--- config.mk ---
export PLATFORM = sky130hd
export DESIGN_NAME = m_gate_arbiter_flat
export DESIGN_NICKNAME = d
export VERILOG_FILES = /design/src/rtl/m_gate_arbiter_pkg.sv /design/src/rtl/m_gate_arbiter_if.sv /design/src/rtl/m_gate_arbiter_gate_unit.sv /design/src/rtl/m_gate_arbiter.sv /design/src/flat_wrapper.sv
export SDC_FILE = /design/constraint.sdc
export NUM_CORES = 1
export LEC_CHECK = 0
export ABC_CLOCK_PERIOD_IN_PS = 2600
export CORE_AREA = 4 4 85 79
export DETAILED_ROUTE_END_ITERATION = 8
export DIE_AREA = 0 0 89 83
export GPL_TIMING_DRIVEN = 0
export HOLD_SLACK_MARGIN = 0.15
export PLACE_DENSITY = 0.75
export SYNTH_ARGS = -nofsm -noshare
export SYNTH_HDL_FRONTEND = slang
export SYNTH_SLANG_ARGS = --single-unit
--- constraint.sdc ---
create_clock -name clk -period 2.6 [get_ports clk]
set_clock_uncertainty 0.2 [all_clocks]
set_input_delay 0.78 -clock clk [delete_from_list [all_inputs] [get_ports clk]]
set_output_delay 0.78 -clock clk [all_outputs]
set_load 0.02 [all_outputs]
--- src/rtl/m_gate_arbiter_pkg.sv ---
// Shared types for the gate arbiter: opcodes and FSM state encodings.
package m_gate_arbiter_pkg;

    // Gate opcodes, all bitwise over the operand width
    typedef enum logic [1:0] {
        OP_NOT = 2'b00,
        OP_AND = 2'b01,
        OP_OR  = 2'b10,
        OP_XOR = 2'b11
    } op_t;

    // Arbiter FSM states; the fourth encoding is illegal and recovers to IDLE
    typedef enum logic [1:0] {
        S_IDLE = 2'b00,
        S_EXEC = 2'b01,
        S_RESP = 2'b10
    } state_t;

    localparam int OP_W = 2;

endpackage

--- src/rtl/m_gate_arbiter_if.sv ---
// Requester-side bus of the gate arbiter.
//
// Handshake: requester i raises req_valid[i] with req_op/req_a/req_b slice i and
// holds them stable until req_ready[i] is seen high in a cycle; that cycle is the
// accept. Dropping valid before ready is legal and commits nothing. Exactly two
// cycles after the accept, resp_valid[i] pulses for one cycle with the result on
// resp_data, which then holds until the next response.
interface m_gate_arbiter_if #(
    parameter int N_REQ = 4,
    parameter int WIDTH = 8
);
    import m_gate_arbiter_pkg::*;

    logic [N_REQ-1:0]       req_valid;
    logic [2*N_REQ-1:0]     req_op;
    logic [WIDTH*N_REQ-1:0] req_a;
    logic [WIDTH*N_REQ-1:0] req_b;
    logic [N_REQ-1:0]       req_ready;
    logic [N_REQ-1:0]       resp_valid;
    logic [WIDTH-1:0]       resp_data;
    logic                   busy;
    state_t                 fsm_state;

    modport master (
        output req_valid, req_op, req_a, req_b,
        input  req_ready, resp_valid, resp_data, busy, fsm_state
    );

    modport slave (
        input  req_valid, req_op, req_a, req_b,
        output req_ready, resp_valid, resp_data, busy, fsm_state
    );

endinterface

--- src/rtl/m_gate_arbiter_gate_unit.sv ---
// Purely combinational shared logic-gate unit; the result register lives in the arbiter.
module m_gate_unit
    import m_gate_arbiter_pkg::*;
#(
    parameter int WIDTH = 8
) (
    input  op_t              op,
    input  logic [WIDTH-1:0] a,
    input  logic [WIDTH-1:0] b,
    output logic [WIDTH-1:0] y
);

    // Select the bitwise function named by the opcode
    always_comb begin
        y = '0;
        case (op)
            OP_NOT:  y = ~a;
            OP_AND:  y = a & b;
            OP_OR:   y = a | b;
            OP_XOR:  y = a ^ b;
            default: y = '0;
        endcase
    end

endmodule

--- src/rtl/m_gate_arbiter.sv ---
// Round-robin scheduler sharing one registered gate unit among N_REQ requesters.
// Each accepted request takes three cycles: accept (IDLE), compute (EXEC), respond (RESP).
module m_gate_arbiter
    import m_gate_arbiter_pkg::*;
#(
    parameter int N_REQ = 4,
    parameter int WIDTH = 8
) (
    input  logic             clk,
    input  logic             rst,
    m_gate_arbiter_if.slave  bus
);

    localparam int IDX_W = (N_REQ > 1) ? $clog2(N_REQ) : 1;

    state_t             state;
    logic [IDX_W-1:0]   last_grant;
    logic [IDX_W-1:0]   win_q;
    op_t                op_q;
    logic [WIDTH-1:0]   a_q;
    logic [WIDTH-1:0]   b_q;
    logic [N_REQ-1:0]   resp_valid_q;
    logic [WIDTH-1:0]   resp_data_q;
    logic [WIDTH-1:0]   gate_y;

    logic               pick_found;
    logic [IDX_W-1:0]   pick_idx;
    int                 cand;
    op_t                sel_op;
    logic [WIDTH-1:0]   sel_a;
    logic [WIDTH-1:0]   sel_b;

    // Round-robin search: first valid requester after last_grant, wrapping at N_REQ
    always_comb begin
        pick_found = 1'b0;
        pick_idx   = '0;
        cand       = 0;
        for (int k = 1; k <= N_REQ; k++) begin
            cand = (int'(last_grant) + k) % N_REQ;
            if (!pick_found && bus.req_valid[IDX_W'(cand)]) begin
                pick_found = 1'b1;
                pick_idx   = IDX_W'(cand);
            end
        end
    end

    // Route the winner's opcode and operands toward the capture registers
    always_comb begin
        sel_op = OP_NOT;
        sel_a  = '0;
        sel_b  = '0;
        for (int i = 0; i < N_REQ; i++) begin
            if (pick_idx == IDX_W'(i)) begin
                sel_op = op_t'(bus.req_op[OP_W*i +: OP_W]);
                sel_a  = bus.req_a[WIDTH*i +: WIDTH];
                sel_b  = bus.req_b[WIDTH*i +: WIDTH];
            end
        end
    end

    m_gate_unit #(.WIDTH(WIDTH)) u_gate (
        .op (op_q),
        .a  (a_q),
        .b  (b_q),
        .y  (gate_y)
    );

    // Main FSM: capture winner in IDLE, register gate result in EXEC, strobe response in RESP
    always_ff @(posedge clk or posedge rst) begin
        if (rst) begin
            state        <= S_IDLE;
            last_grant   <= IDX_W'(N_REQ - 1);
            win_q        <= '0;
            op_q         <= OP_NOT;
            a_q          <= '0;
            b_q          <= '0;
            resp_valid_q <= '0;
            resp_data_q  <= '0;
        end else begin
            case (state)
                S_IDLE: begin
                    resp_valid_q <= '0;
                    if (pick_found) begin
                        op_q  <= sel_op;
                        a_q   <= sel_a;
                        b_q   <= sel_b;
                        win_q <= pick_idx;
                        state <= S_EXEC;
                    end
                end
                S_EXEC: begin
                    resp_data_q  <= gate_y;
                    resp_valid_q <= N_REQ'(1) << win_q;
                    state        <= S_RESP;
                end
                S_RESP: begin
                    resp_valid_q <= '0;
                    last_grant   <= win_q;
                    state        <= S_IDLE;
                end
                default: begin
                    resp_valid_q <= '0;
                    state        <= S_IDLE;
                end
            endcase
        end
    end

    // Accept strobe depends only on state and the valid vector, so it is one-hot or zero
    assign bus.req_ready  = (state == S_IDLE && pick_found) ? (N_REQ'(1) << pick_idx) : '0;
    assign bus.resp_valid = resp_valid_q;
    assign bus.resp_data  = resp_data_q;
    assign bus.busy       = (state != S_IDLE);
    assign bus.fsm_state  = state;

endmodule

--- src/flat_wrapper.sv ---
// flat-port wrapper written by rule: the top's interface ports become plain ports
module m_gate_arbiter_flat import m_gate_arbiter_pkg::*;
#(
    parameter int N_REQ = 4,
    parameter int WIDTH = 8
)
  (clk, rst, bus_req_valid, bus_req_op, bus_req_a, bus_req_b, bus_req_ready, bus_resp_valid, bus_resp_data, bus_busy, bus_fsm_state);
  m_gate_arbiter_if #(.N_REQ(N_REQ), .WIDTH(WIDTH)) bus_i ();
  input  logic clk;
  input  logic rst;
  input wire logic [$bits(bus_i.req_valid)-1:0] bus_req_valid;
  input wire logic [$bits(bus_i.req_op)-1:0] bus_req_op;
  input wire logic [$bits(bus_i.req_a)-1:0] bus_req_a;
  input wire logic [$bits(bus_i.req_b)-1:0] bus_req_b;
  output wire logic [$bits(bus_i.req_ready)-1:0] bus_req_ready;
  output wire logic [$bits(bus_i.resp_valid)-1:0] bus_resp_valid;
  output wire logic [$bits(bus_i.resp_data)-1:0] bus_resp_data;
  output wire logic [$bits(bus_i.busy)-1:0] bus_busy;
  output wire logic [$bits(bus_i.fsm_state)-1:0] bus_fsm_state;
  assign bus_i.req_valid = bus_req_valid;
  assign bus_i.req_op = bus_req_op;
  assign bus_i.req_a = bus_req_a;
  assign bus_i.req_b = bus_req_b;
  assign bus_req_ready = bus_i.req_ready;
  assign bus_resp_valid = bus_i.resp_valid;
  assign bus_resp_data = bus_i.resp_data;
  assign bus_busy = bus_i.busy;
  assign bus_fsm_state = bus_i.fsm_state;
  m_gate_arbiter #(.N_REQ(N_REQ), .WIDTH(WIDTH)) u_core (.clk(clk), .rst(rst), .bus(bus_i));
endmodule
Yosys cells after proc, flatten, opt, wreduce, memory -nomap -nowiden

Cells that the tools add are included.

Add/sub/neg operators: 4
$lt $le $gt $ge: 4
Equality and inequality tests: 9
Shift-type cells: 2
Mux-type cells: 37
Bitwise operators: 4
Reductions and logical operators: 12

Operators by type and width:

| operator            | number |
|---|---|
| $mux 8              | 8 |
| $pmux 8 s4          | 1 |
| $mux 2              | 9 |
| $lt 2x4->1 const B  | 4 |
| $mux 1              | 12 |
| $eq 2x2->1 const B  | 5 |
| $and 8x8->8         | 1 |
| $bmux 1 s2          | 4 |
| $mux 4              | 2 |
| $not 8->8           | 1 |
| $or 8x8->8          | 1 |
| $shl 1x2->4 const A | 2 |
| $xor 8x8->8         | 1 |
| $eq 2x1->1 const B  | 3 |
| $logic_not 2->1     | 3 |
| $add 2x1->2 const B | 2 |
| $add 2x2->2 const B | 2 |
| $logic_and 1x1->1   | 4 |
| $pmux 2 s2          | 1 |
| $logic_not 1->1     | 3 |
| $ne 2x1->1 const B  | 1 |
| $reduce_and 2->1    | 1 |
| $reduce_bool 2->1   | 1 |

Bits in registers: 36
Bits of input ports: 78
Output and inout bits: 19
Word-level logic and storage cells: 80

Longest topological paths before layout

Depth after elaboration: 19
Gate-level depth with buffers: 7
Gate-level depth less buffers: 6

Modules after synthesis

Synthesis repeated with hierarchy kept, for this count alone.

Cell total of the unflattened synthesis: 250
Area total of the unflattened synthesis: 2533.7 µm²

Modules (own cells, without submodules):

| module         | instances | cells an instance | area each (µm²) | sequential area each (µm²) |
|---|---|---|---|---|
| m_gate_arbiter | 1         | 200               | 2040.7          | 903.4 |
| m_gate_unit    | 1         | 50                | 493.0           | 0.0 |

Worst setup path after synthesis

Ideal clock, no wire load.

Path type: in2out
Start: input port bus_req_valid[0]
End: output port bus_req_ready[2]
Data arrival time: 1867 ps
Required time: 1620 ps
Path slack: -247 ps
Cell stages on the path: 6
Buffers on the path: 1
Path through: o21ai_1 o21ai_1 a221oi_1 nand2_1 clkbuf_1 nor2_1

Word-level cells in the longest chain between the ends: 15
Elaborated cells on any way between the ends: 29
Those cells by class: shift (1); mux (21); reduce/logical (7)

Ends and longest elaborated chain:

| item                                                    | line                  | text |
|---|---|---|
| start: declaration                                      | flat_wrapper.sv:11    | `input wire logic [$bits(bus_i.req_valid)-1:0] bus_req_valid;` |
| $bmux 1 s2                                              | m_gate_arbiter.sv:40  | `if (!pick_found && bus.req_valid[IDX_W'(cand)]) begin` |
| $mux 1 (implied by the code) (2 in series)              | m_gate_arbiter.sv:40  |  |
| $mux 1                                                  | m_gate_arbiter.sv:40  |  |
| $logic_not 1->1                                         | m_gate_arbiter.sv:40  |  |
| $logic_and 1x1->1                                       | m_gate_arbiter.sv:40  |  |
| $mux 1                                                  | m_gate_arbiter.sv:40  |  |
| $logic_not 1->1                                         | m_gate_arbiter.sv:40  |  |
| $logic_and 1x1->1                                       | m_gate_arbiter.sv:40  |  |
| $mux 1                                                  | m_gate_arbiter.sv:40  |  |
| $logic_not 1->1                                         | m_gate_arbiter.sv:40  |  |
| $logic_and 1x1->1                                       | m_gate_arbiter.sv:40  |  |
| $mux 2 / $mux 1 (equally long branches)                 | m_gate_arbiter.sv:40  |  |
| $shl 1x2->4 / $logic_and 1x1->1 (equally long branches) | m_gate_arbiter.sv:110 | `assign bus.req_ready = (state == S_IDLE && pick_found) ? (N_REQ'(1) << pick_idx) : '0;` |
| $mux 4 (*)                                              | m_gate_arbiter.sv:110 |  |
| end: declaration                                        | flat_wrapper.sv:15    | `output wire logic [$bits(bus_i.req_ready)-1:0] bus_req_ready;` |

Mark *: on every way between the ends. The rest lies on a longest branch, timed or not. The select of a mux whose other input is x is not followed.

Worst setup path in the final report

Start: input port bus_req_valid[1]
End: output port bus_req_ready[2]

The elaborated chain is that of the path after synthesis.

==> results.json <==
{
  "cts_tree": "done",
  "report.final.setup_viol": 4,
  "timing.hold.ws_ps": 284,
  "final_area_um2": 3660,
  "final_nets": 439,
  "synth_fp_nets": 329,
  "register_area_um2": 903,
  "area_delta_synth_final_pct": 53.7,
  "first_iter_violations": 103,
  "cp_top_family": "compound AO/OA/AOI/OAI gates",
  "fillers": 502,
  "hp-class": "reg -> reg",
  "synth_xor_area_frac": 0,
  "drv_slew": 0,
  "grt_use_total": 0.184,
  "dp_cells": 403,
  "ant_nets": 0,
  "required_ps": 1620,
  "cp_slowest_stage_delay_ps": 330,
  "synthAdderAreaFrac": 0.0839,
  "reg2reg_from": "u_core.last_grant[1]$_DFFE_PP1N_",
  "violations": "negative setup slack",
  "final_cell_count_no_fill": 418,
  "ctsLongestPathBuffers": 2,
  "portBuffers": 96,
  "total_power_mw": 3.88,
  "wl_per_cell_um": 15.6,
  "ioPinCount": 97,
  "die_h_um": 83,
  "syn_avg_cell_area_um2": 10.1,
  "outcome": "finished with violations",
  "syn_inst": 235,
  "synth_top_family_by_area": "multiplexers",
  "synth_area_leaders": "dfrtp_1, mux2i_1, ha_1, nand2_1, mux4_2",
  "finalSetupTns_ps": -1080,
  "yosys-mux-area-fraction": 0.240,
  "ys_warn_count": 0,
  "reg2reg_depth": 7,
  "worst_slew_pin_slew_ps": 770,
  "routed_via_density": 5.10,
  "crit_path_end_kind": "output port",
  "totalWireLength_um": 6510,
  "rsz0062_at_grt": "true",
  "max_freq_mhz": 343,
  "dieArea_um2": 7390,
  "fin_util": 0.620,
  "critical_path_class": "in -> out",
  "clock_latency_ps": 290,
  "drv_cap": 0,
  "crit_chain": "buf_8 > o21ai_2 > o21ai_1 > a221oi_2 > nand2_1 > clkbuf_8 > nor2_4 > buf_6",
  "dr.pass1.iters": 4,
  "startpoint": "bus_req_valid[1]",
  "clock-sinks": 36,
  "min_delay_path_depth": 2,
  "h-tree-depth": 2,
  "cts_hold_buf": 0,
  "clkTransAtPathRegs_ps": 80,
  "vias": 2133,
  "core_area_um2": 5910,
  "dp_slack_ps": -1440,
  "worstPathArrival_ps": 1940,
  "grt_max_degree": 37,
  "finalHoldViolations": 0,
  "mostFrequentLayoutCells": "clkdlybuf4s50_1, nand2_1, mux2i_1",
  "crit_buf_inv": 3,
  "syn_area_um2": 2380,
  "netlist.area_leader.share": 0.357,
  "die_w_um": 89,
  "min_period_ps": 2920,
  "antenna_found_initial": 0,
  "ir_drop_mv": 0.547,
  "cp_max_fo": 5,
  "drive_above_1_share": 0.156,
  "initial_core_util": 0.403,
  "diodes": 0,
  "rrSetupSlack_ps": 340,
  "synth-simple-area-share": 0.113,
  "slew_headroom": 0.486,
  "grt_pass1_vias": 2258,
  "mostFrequentLayoutCell": "clkdlybuf4s50_1",
  "r2r-end": "u_core.a_q[2]$_DFFE_PP0P_",
  "yosysSeqAreaShare": 0.379,
  "grt_overflow": 0,
  "cts_made_buffers": 5,
  "cellPowerDensity_nw_per_um2": 1060,
  "setup_slack_ps": -319,
  "worstSetupStartpointType": "input pin",
  "post-route-drc-count": 0,
  "multiInputGateArea_um2": 1300,
  "cp.depth": 8,
  "place_congestion": 0.788,
  "grt_pass1_wl_um": 10600,
  "dpl.hpwl_um": 4890,
  "placed_area_um2": 3510,
  "synth_compound_area_frac": 0.0860,
  "slowest_stage": "a221oi_2",
  "ys_ff_latch": 36,
  "cp-endpoint": "bus_req_ready[2]",
  "row_count": 27,
  "yosysTopAreaCell": "dfrtp_1",
  "leakage_nw": 1.73,
  "ctsRootBufferMaster": "clkbuf_8",
  "finalCritPeriodShare": 1.12,
  "synth_cell_types": 26
}
-- layer usage --
metal / track usage / part of all wire / vias to the layer above
met5: 0 / 0 / -
met2: 0.306 / 0.49 / 92
met1: 0.226 / 0.39 / 1004
met4: 0.0663 / 0.022 / 0
li1: - / - / 1028
met3: 0.0476 / 0.098 / 9
-- synth_stat cells --
cell type and count:
dfrtp_1 34, nor3_1 1, dfstp_2 2, nor2b_1 2, o221ai_1 18, nand2b_1 3
buf_2 3, ha_1 16, a221oi_1 1, o21ai_0 1, buf_6 2, a21oi_1 1
nand2_1 51, o21ai_1 2, a21o_1 1, inv_2 1, mux2i_1 37, nor2_1 8
and3_1 1, buf_12 3, mux4_2 8, inv_1 28, or2_1 1, clkbuf_1 7
mux2_2 2, o221a_1 1
-- flip-flops by register name, indices dropped and copies added, names as in the netlist --
name,count
u_core.a_q,8
u_core.b_q,8
u_core.bus.fsm_state,2
u_core.bus.resp_data,8
u_core.bus.resp_valid,4
u_core.last_grant,2
u_core.op_q,2
u_core.win_q,2
-- cells by family after synthesis --
family / after synthesis
and+or+nand+nor: 67
DFF: 36
adders and majority gates: 16
AOI/OAI and AO/OA: 25
buffers and inverters: 44
muxes: 47
-- how the worst min path moves through the flow --
stage | start | endpoint | slack [ps]
2_1_floorplan | u_core.win_q[0]$_DFFE_PP0P_ | u_core.bus.resp_valid[2]$_DFF_PP0_ | 270
3_3_place_gp | u_core.bus.resp_data[1]$_DFFE_PP0P_ | u_core.bus.resp_data[1]$_DFFE_PP0P_ | 260
3_5_place_dp | u_core.bus.resp_data[0]$_DFFE_PP0P_ | u_core.bus.resp_data[0]$_DFFE_PP0P_ | 260
4_1_cts | u_core.bus.resp_data[0]$_DFFE_PP0P_ | u_core.bus.resp_data[0]$_DFFE_PP0P_ | 280
5_1_grt | u_core.bus.resp_data[0]$_DFFE_PP0P_ | u_core.bus.resp_data[0]$_DFFE_PP0P_ | 310
6_report | u_core.bus.resp_data[5]$_DFFE_PP0P_ | u_core.bus.resp_data[5]$_DFFE_PP0P_ | 280
-- timing repair --
action	4_1_cts	5_1_grt
cloned	0	0
endpoints found under the setup margin	14	4
setup buffers	6	2
resized for setup	46	0
pin swaps	7	3
-- cell type report --
type	instances	area share
plain buffers	14	0.0376
clock buffers	5	0.0188
clock inverters	3	0.00512
inverters	29	0.0318
multi-input cells	155	0.356
flip-flops and latches	36	0.247
well taps	72	0.0246
repair buffers	104	0.280
-- report_power, final --
part / internal [mW] / switching (mW)
registers: 0.845 / 0.202
logic: 1.22 / 1.21
clock network: 0.187 / 0.213
total: 2.25 / 1.63
-- tightest hold or removal path: stages (launching register included) --
cell and delay [ps]:
dfrtp_1 350, nand2_1 50, nand2_1 50
No activity file was read; power rests on OpenSTA's default activity.
